$ cat src/rtl/medac_pkg.sv
// Shared types and default sizing for the MEDAC calibration sequencer.
package medac_pkg;

  localparam int unsigned DEF_CNT_W      = 32;
  localparam int unsigned DEF_CODE_W     = 4;
  localparam int unsigned DEF_MEAS_W     = 16;
  localparam int unsigned DEF_SETTLE_CYC = 8;
  localparam int unsigned DEF_DRAIN_CYC  = 4;

  typedef enum logic [2:0] {
    ST_IDLE   = 3'd0,
    ST_APPLY  = 3'd1,
    ST_SETTLE = 3'd2,
    ST_SNAP   = 3'd3,
    ST_MEAS   = 3'd4,
    ST_DRAIN  = 3'd5,
    ST_EVAL   = 3'd6,
    ST_DONE   = 3'd7
  } cal_state_e;

endpackage

$ cat src/rtl/medac_cal_timer.sv
// Loadable down-counter with a registered zero flag; shared by settle, window and drain phases.
module medac_cal_timer #(
  parameter int unsigned W = 16
) (
  input  logic         clk,
  input  logic         rst_n,
  input  logic         load,
  input  logic [W-1:0] load_val,
  input  logic         dec,
  output logic         zero
);

  logic [W-1:0] cnt_q, cnt_d;
  logic         zero_q, zero_d;

  // Load wins over decrement; count saturates at zero.
  always_comb begin
    cnt_d = cnt_q;
    if (load) begin
      cnt_d = load_val;
    end else if (dec && (cnt_q != '0)) begin
      cnt_d = cnt_q - W'(1);
    end
    zero_d = (cnt_d == '0);
  end

  // Counter and flag registers.
  always_ff @(posedge clk or negedge rst_n) begin
    if (!rst_n) begin
      cnt_q  <= '0;
      zero_q <= 1'b1;
    end else begin
      cnt_q  <= cnt_d;
      zero_q <= zero_d;
    end
  end

  assign zero = zero_q;

endmodule

$ cat src/rtl/medac_cal_ctrl.sv
// Delay-code calibration sequencer: sweeps the leading delay code, measures error
// deltas per code, programs the best code and re-enables correction mode.
module medac_cal_ctrl
  import medac_pkg::*;
#(
  parameter int unsigned CNT_W      = DEF_CNT_W,
  parameter int unsigned CODE_W     = DEF_CODE_W,
  parameter int unsigned MEAS_W     = DEF_MEAS_W,
  parameter int unsigned SETTLE_CYC = DEF_SETTLE_CYC,
  parameter int unsigned DRAIN_CYC  = DEF_DRAIN_CYC
) (
  input  logic              clk,
  input  logic              rst_n,
  input  logic              cal_req,
  input  logic              cal_abort,
  input  logic [CODE_W-1:0] code_lo,
  input  logic [CODE_W-1:0] code_hi,
  input  logic [MEAS_W-1:0] meas_cycles,
  input  logic [CNT_W-1:0]  err_thresh,
  input  logic              mode_en,
  input  logic [CNT_W-1:0]  error_origin_cnt,
  output logic              cnt_start,
  output logic              mode,
  output logic [CODE_W-1:0] var_clk_sel_leading,
  output logic              cal_busy,
  output logic              cal_done,
  output logic              cal_fail,
  output logic [CODE_W-1:0] best_code,
  output logic [CNT_W-1:0]  best_err
);

  cal_state_e        state_q, state_d;
  logic [CODE_W-1:0] cur_q, cur_d;
  logic [CODE_W-1:0] hi_q, hi_d;
  logic [CODE_W-1:0] prev_q, prev_d;
  logic [MEAS_W-1:0] meas_q, meas_d;
  logic [CNT_W-1:0]  thresh_q, thresh_d;
  logic [CNT_W-1:0]  snap0_q, snap0_d;
  logic              rej_q, rej_d;
  logic              cnt_start_q, cnt_start_d;
  logic              mode_q, mode_d;
  logic [CODE_W-1:0] sel_q, sel_d;
  logic              busy_q, busy_d;
  logic              done_q, done_d;
  logic              fail_q, fail_d;
  logic [CODE_W-1:0] best_code_q, best_code_d;
  logic [CNT_W-1:0]  best_err_q, best_err_d;

  logic              tmr_load;
  logic [MEAS_W-1:0] tmr_val;
  logic              tmr_dec;
  logic              tmr_zero;
  logic [CNT_W-1:0]  delta;

  medac_cal_timer #(.W(MEAS_W)) u_timer (
    .clk      (clk),
    .rst_n    (rst_n),
    .load     (tmr_load),
    .load_val (tmr_val),
    .dec      (tmr_dec),
    .zero     (tmr_zero)
  );

  // Modular subtraction absorbs counter wrap between snapshot and evaluation.
  assign delta = error_origin_cnt - snap0_q;

  // Next-state and output logic; abort overrides every busy-state transition.
  always_comb begin
    state_d     = state_q;
    cur_d       = cur_q;
    hi_d        = hi_q;
    prev_d      = prev_q;
    meas_d      = meas_q;
    thresh_d    = thresh_q;
    snap0_d     = snap0_q;
    rej_d       = rej_q;
    mode_d      = mode_q;
    sel_d       = sel_q;
    done_d      = 1'b0;
    fail_d      = fail_q;
    best_code_d = best_code_q;
    best_err_d  = best_err_q;
    tmr_load    = 1'b0;
    tmr_val     = '0;
    tmr_dec     = 1'b0;

    case (state_q)
      ST_IDLE: begin
        if (cal_req) begin
          hi_d       = code_hi;
          meas_d     = meas_cycles;
          thresh_d   = err_thresh;
          prev_d     = sel_q;
          best_err_d = '1;
          fail_d     = 1'b0;
          cur_d      = code_lo;
          rej_d      = (code_lo > code_hi);
          state_d    = (code_lo > code_hi) ? ST_DONE : ST_APPLY;
        end
      end
      ST_APPLY: begin
        sel_d    = cur_q;
        mode_d   = 1'b0;
        tmr_load = 1'b1;
        tmr_val  = MEAS_W'(SETTLE_CYC - 1);
        state_d  = ST_SETTLE;
      end
      ST_SETTLE: begin
        tmr_dec = 1'b1;
        if (tmr_zero) state_d = ST_SNAP;
      end
      ST_SNAP: begin
        snap0_d  = error_origin_cnt;
        tmr_load = 1'b1;
        tmr_val  = (meas_q == '0) ? '0 : meas_q - MEAS_W'(1);
        state_d  = ST_MEAS;
      end
      ST_MEAS: begin
        tmr_dec = 1'b1;
        if (tmr_zero) begin
          tmr_load = 1'b1;
          tmr_val  = MEAS_W'(DRAIN_CYC - 1);
          state_d  = ST_DRAIN;
        end
      end
      ST_DRAIN: begin
        tmr_dec = 1'b1;
        if (tmr_zero) state_d = ST_EVAL;
      end
      ST_EVAL: begin
        if (delta < best_err_q) begin
          best_err_d  = delta;
          best_code_d = cur_q;
        end
        if (cur_q == hi_q) begin
          state_d = ST_DONE;
        end else begin
          cur_d   = cur_q + CODE_W'(1);
          state_d = ST_APPLY;
        end
      end
      ST_DONE: begin
        if (!rej_q && (best_err_q <= thresh_q)) begin
          sel_d  = best_code_q;
          mode_d = mode_en;
        end else begin
          fail_d = 1'b1;
          sel_d  = prev_q;
          mode_d = 1'b0;
        end
        done_d  = 1'b1;
        state_d = ST_IDLE;
      end
      default: state_d = ST_IDLE;
    endcase

    if (cal_abort && (state_q != ST_IDLE)) begin
      state_d = ST_IDLE;
      sel_d   = prev_q;
      mode_d  = 1'b0;
      fail_d  = 1'b1;
      done_d  = 1'b1;
    end

    cnt_start_d = (state_d == ST_MEAS);
    busy_d      = (state_d != ST_IDLE);
  end

  // State and registered outputs.
  always_ff @(posedge clk or negedge rst_n) begin
    if (!rst_n) begin
      state_q     <= ST_IDLE;
      cur_q       <= '0;
      hi_q        <= '0;
      prev_q      <= '0;
      meas_q      <= '0;
      thresh_q    <= '0;
      snap0_q     <= '0;
      rej_q       <= 1'b0;
      cnt_start_q <= 1'b0;
      mode_q      <= 1'b0;
      sel_q       <= '0;
      busy_q      <= 1'b0;
      done_q      <= 1'b0;
      fail_q      <= 1'b0;
      best_code_q <= '0;
      best_err_q  <= '1;
    end else begin
      state_q     <= state_d;
      cur_q       <= cur_d;
      hi_q        <= hi_d;
      prev_q      <= prev_d;
      meas_q      <= meas_d;
      thresh_q    <= thresh_d;
      snap0_q     <= snap0_d;
      rej_q       <= rej_d;
      cnt_start_q <= cnt_start_d;
      mode_q      <= mode_d;
      sel_q       <= sel_d;
      busy_q      <= busy_d;
      done_q      <= done_d;
      fail_q      <= fail_d;
      best_code_q <= best_code_d;
      best_err_q  <= best_err_d;
    end
  end

  assign cnt_start           = cnt_start_q;
  assign mode                = mode_q;
  assign var_clk_sel_leading = sel_q;
  assign cal_busy            = busy_q;
  assign cal_done            = done_q;
  assign cal_fail            = fail_q;
  assign best_code           = best_code_q;
  assign best_err            = best_err_q;

endmodule

$ cat config.mk
export PLATFORM = sky130hd
export DESIGN_NAME = medac_cal_ctrl
export DESIGN_NICKNAME = d
export VERILOG_FILES = /design/src/rtl/medac_pkg.sv /design/src/rtl/medac_cal_timer.sv /design/src/rtl/medac_cal_ctrl.sv
export SDC_FILE = /design/constraint.sdc
export NUM_CORES = 1
export LEC_CHECK = 0
export BUFFER_PORTS_ARGS = -buffer_cell sky130_fd_sc_hd__clkbuf_2
export CORE_UTILIZATION = 45
export DETAILED_ROUTE_END_ITERATION = 7
export GPL_TIMING_DRIVEN = 0
export PLACE_DENSITY = 0.73
export SYNTH_ARGS = -nofsm -noshare
export SYNTH_HDL_FRONTEND = slang
export SYNTH_SLANG_ARGS = --single-unit
$ cat constraint.sdc
create_clock -name clk -period 3.9 [get_ports clk]
set_clock_uncertainty 0.15 [all_clocks]
set_input_delay 0.78 -clock clk [delete_from_list [all_inputs] [get_ports clk]]
set_output_delay 0.78 -clock clk [all_outputs]
set_load 0.01 [all_outputs]
==> results.json <==
{
  "die_area_um2": 23600,
  "clock_path_buffers": 2,
  "antenna_found_initial": 0,
  "max_cap_viol_count": 0,
  "yosysWarnings": 0,
  "crit_type": "in -> reg",
  "start_util_pct": 45.9,
  "cts_max_level": 4,
  "synth_seq_cells": 158,
  "synthFlopType": "dfrtp_1",
  "syn-cell-area_um2": 10300,
  "cts_tree": "yes",
  "min_period_ps": 4580,
  "grt-ovfl-total": 0,
  "slew_viol_final": 0,
  "synth.avg_cell_area_um2": 8.95,
  "netlist.area_leader.share_pct": 30.2,
  "cp_max_fo": 7,
  "vias": 9142,
  "crit_arrival_ps": 4770,
  "ys_seq_area_share_pct": 38.6,
  "synthArstFlopShare_pct": 100,
  "synth.most_common_cell": "nand2_1",
  "p_leak_nw": 6.12,
  "place.gp.congestion": 0.909,
  "hpwl_um": 20700,
  "ys_top_cells_by_area": "dfrtp_1 (30%), ha_1 (12%), dfstp_2 (8.4%), nand2_1 (5.6%), inv_1 (4.2%)",
  "antenna_left": 0,
  "clock_latency_ps": 440,
  "slew_headroom_pct": 18.9,
  "fin_ws_ps": -677,
  "period_share_pct": 117,
  "syn2layout_area_growth_pct": 23.8,
  "grt_usage_pct": 23.8,
  "cts_inserted_buffers": 17,
  "ctsHoldBuffers": 0,
  "portBuffers": 137,
  "vias_per_cell": 5.58,
  "syn_nets": 1353,
  "dr.pass1.iters": 4,
  "cts_root_buffer": "clkbuf_16",
  "wl_per_cell_um": 17.3,
  "yosysUniqueCellTypes": 70,
  "row_count": 55,
  "synth-edff-count": 0,
  "grt_pass1_vias": 8807,
  "netlist_instances": 1156,
  "diodes": 0,
  "worstHoldPathType": "in -> async",
  "drive_gt1_share_pct": 25.0,
  "worstSetupEndpointType": "flop",
  "layout.nets": 1538,
  "startpoint_type": "input port",
  "io_pins": 138,
  "violations": "setup timing",
  "drt_iter0_markers": 486,
  "synth_top_cell_by_area": "dfrtp_1",
  "clkSlewWorstSetupHoldPaths_ps": 60,
  "grt_pass1_wl_um": 44300,
  "fmax_ghz": 0.218,
  "core_um2": 22600,
  "clkSinkCount": 158,
  "status": "finished, violations left",
  "worst_pin_slew_ps": 1210,
  "p_per_area_nw_per_um2": 851,
  "drc_errors": 0,
  "finalSetupViolations": 36,
  "die_h_um": 154,
  "synthTopCellsByCount": "nand2_1 (155), dfrtp_1 (125), inv_1 (115)",
  "cp.required_ps": 4090,
  "die_w_um": 154,
  "peakVddDrop_uv": 410,
  "finalHoldViolCount": 0,
  "rsz0062_at_grt": "true",
  "wirelength_um": 28400,
  "finalSetupTns_ps": -21720,
  "grt_start_max_net_pins": 114,
  "hold_slack_ps": 128,
  "n_fill_cell": 2043
}
-- timing repair --
item / in CTS / in global routing
setup buffers: 13 / 10
gates resized for setup: 30 / 25
cloned: 2 / 3
endpoints found under the setup margin: 36 / 36
pin swaps: 25 / 16
-- critical path: stages --
cell       delay, ps
clkbuf_16        120
inv_12            30
ha_4             150
buf_4            120
nor2b_1          160
o2111ai_1        210
a31oi_4          310
a31oi_4          150
buf_4            190
o41ai_2          330
xor2_1           270
ha_1             310
a21oi_1          200
a21oi_2           80
a211oi_2         270
o211ai_1         210
a31o_4           350
nand2_4          140
buf_6            140
mux2i_1          240
-- worst paths after layout --
check	from	end	slack, ps	depth (start not counted)
worst max register to register	snap0_q[0]	best_err[2]	-630	18
max in group asynchronous	rst_n	best_err[2]	2570	2
worst max-delay path	error_origin_cnt[0]	best_err[2]	-680	20
min in group clk	var_clk_sel_leading[2]	prev_q[2]	350	2
worst min-delay path	rst_n	snap0_q[26]	130	1
worst min register to register	var_clk_sel_leading[2]	prev_q[2]	350	2
-- area by class of cell --
cell class	count	area, um2	share of cell area [%]
plain buffers	41	283	2.21
well taps	285	357	2.78
multi-input cells	841	6070	47.4
flip-flops and latches	158	4000	31.2
clock buffers	23	468	3.65
clock inverters	9	158	1.23
inverters	116	448	3.50
repair buffers	166	1030	8.04
-- power by group --
part | total, mW | internal, mW | leakage, nW | switching, mW
clock network | 1.81 | 1.11 | 0.298 | 0.702
logic | 6.18 | 2.69 | 3.94 | 3.49
registers | 2.90 | 2.39 | 1.88 | 0.516
total | 10.9 | 6.19 | 6.12 | 4.71
-- per-layer routing --
layer	part of all wire (%)	up-vias	global-route usage [%]
met3	4.6	57	3.78
met5	0	-	0
li1	-	4420	-
met4	3.3	0	10.0
met1	43	4427	29.5
met2	50	238	41.2
-- cells in the final DEF, fill, tap and decap left out, types with 10 or more instances in the layout --
cell / instances
o22ai_1: 14
mux2_2: 35
nor3_1: 23
nand3_1: 23
clkbuf_16: 23
dfstp_2: 33
xnor2_1: 38
nor2b_1: 14
xor2_1: 20
clkbuf_2: 135
o21a_1: 11
or3_1: 10
dfrtp_1: 125
ha_1: 101
inv_1: 113
nand2_1: 153
o211ai_1: 10
mux2i_1: 13
o21ai_0: 75
nor2_1: 61
buf_4: 21
clkbuf_1: 31
a21o_1: 14
a21oi_1: 59
nand4_1: 16
nor4_1: 11
-- kinds of logic (layout without fill, tap and decap cells) --
group,after synthesis,after routing,synth area share [%]
flops,158,158,38.6
buf+inv,157,355,5.89
xor+xnor,59,59,4.99
simple gates,351,351,15.9
compound gates,276,276,16.6
fa+ha+maj,105,105,12.7
mux,50,50,5.27
-- metrics by stage --
step	utilization (%)	total power [mW]	cells	worst slack, ps	cell area [um2]
floorplan	-	6.94	1156	-430	10500
global placement	51.3	8.24	1578	-1230	11600
detailed placement	51.5	8.42	1579	-1290	11600
CTS	55.6	10.6	1626	-583	12500
global route	56.8	11.7	1639	-774	12800
finish	56.8	10.9	1639	-677	12800
-- sequential cells by signal (all words and copies together), names as in the netlist, 16 cells and up --
| name | flops |
|---|---|
| snap0_q | 32 |
| best_err | 32 |
| thresh_q | 32 |
| meas_q | 16 |
| u_timer.cnt_q | 16 |
No activity file was read; power rests on OpenSTA's default activity.
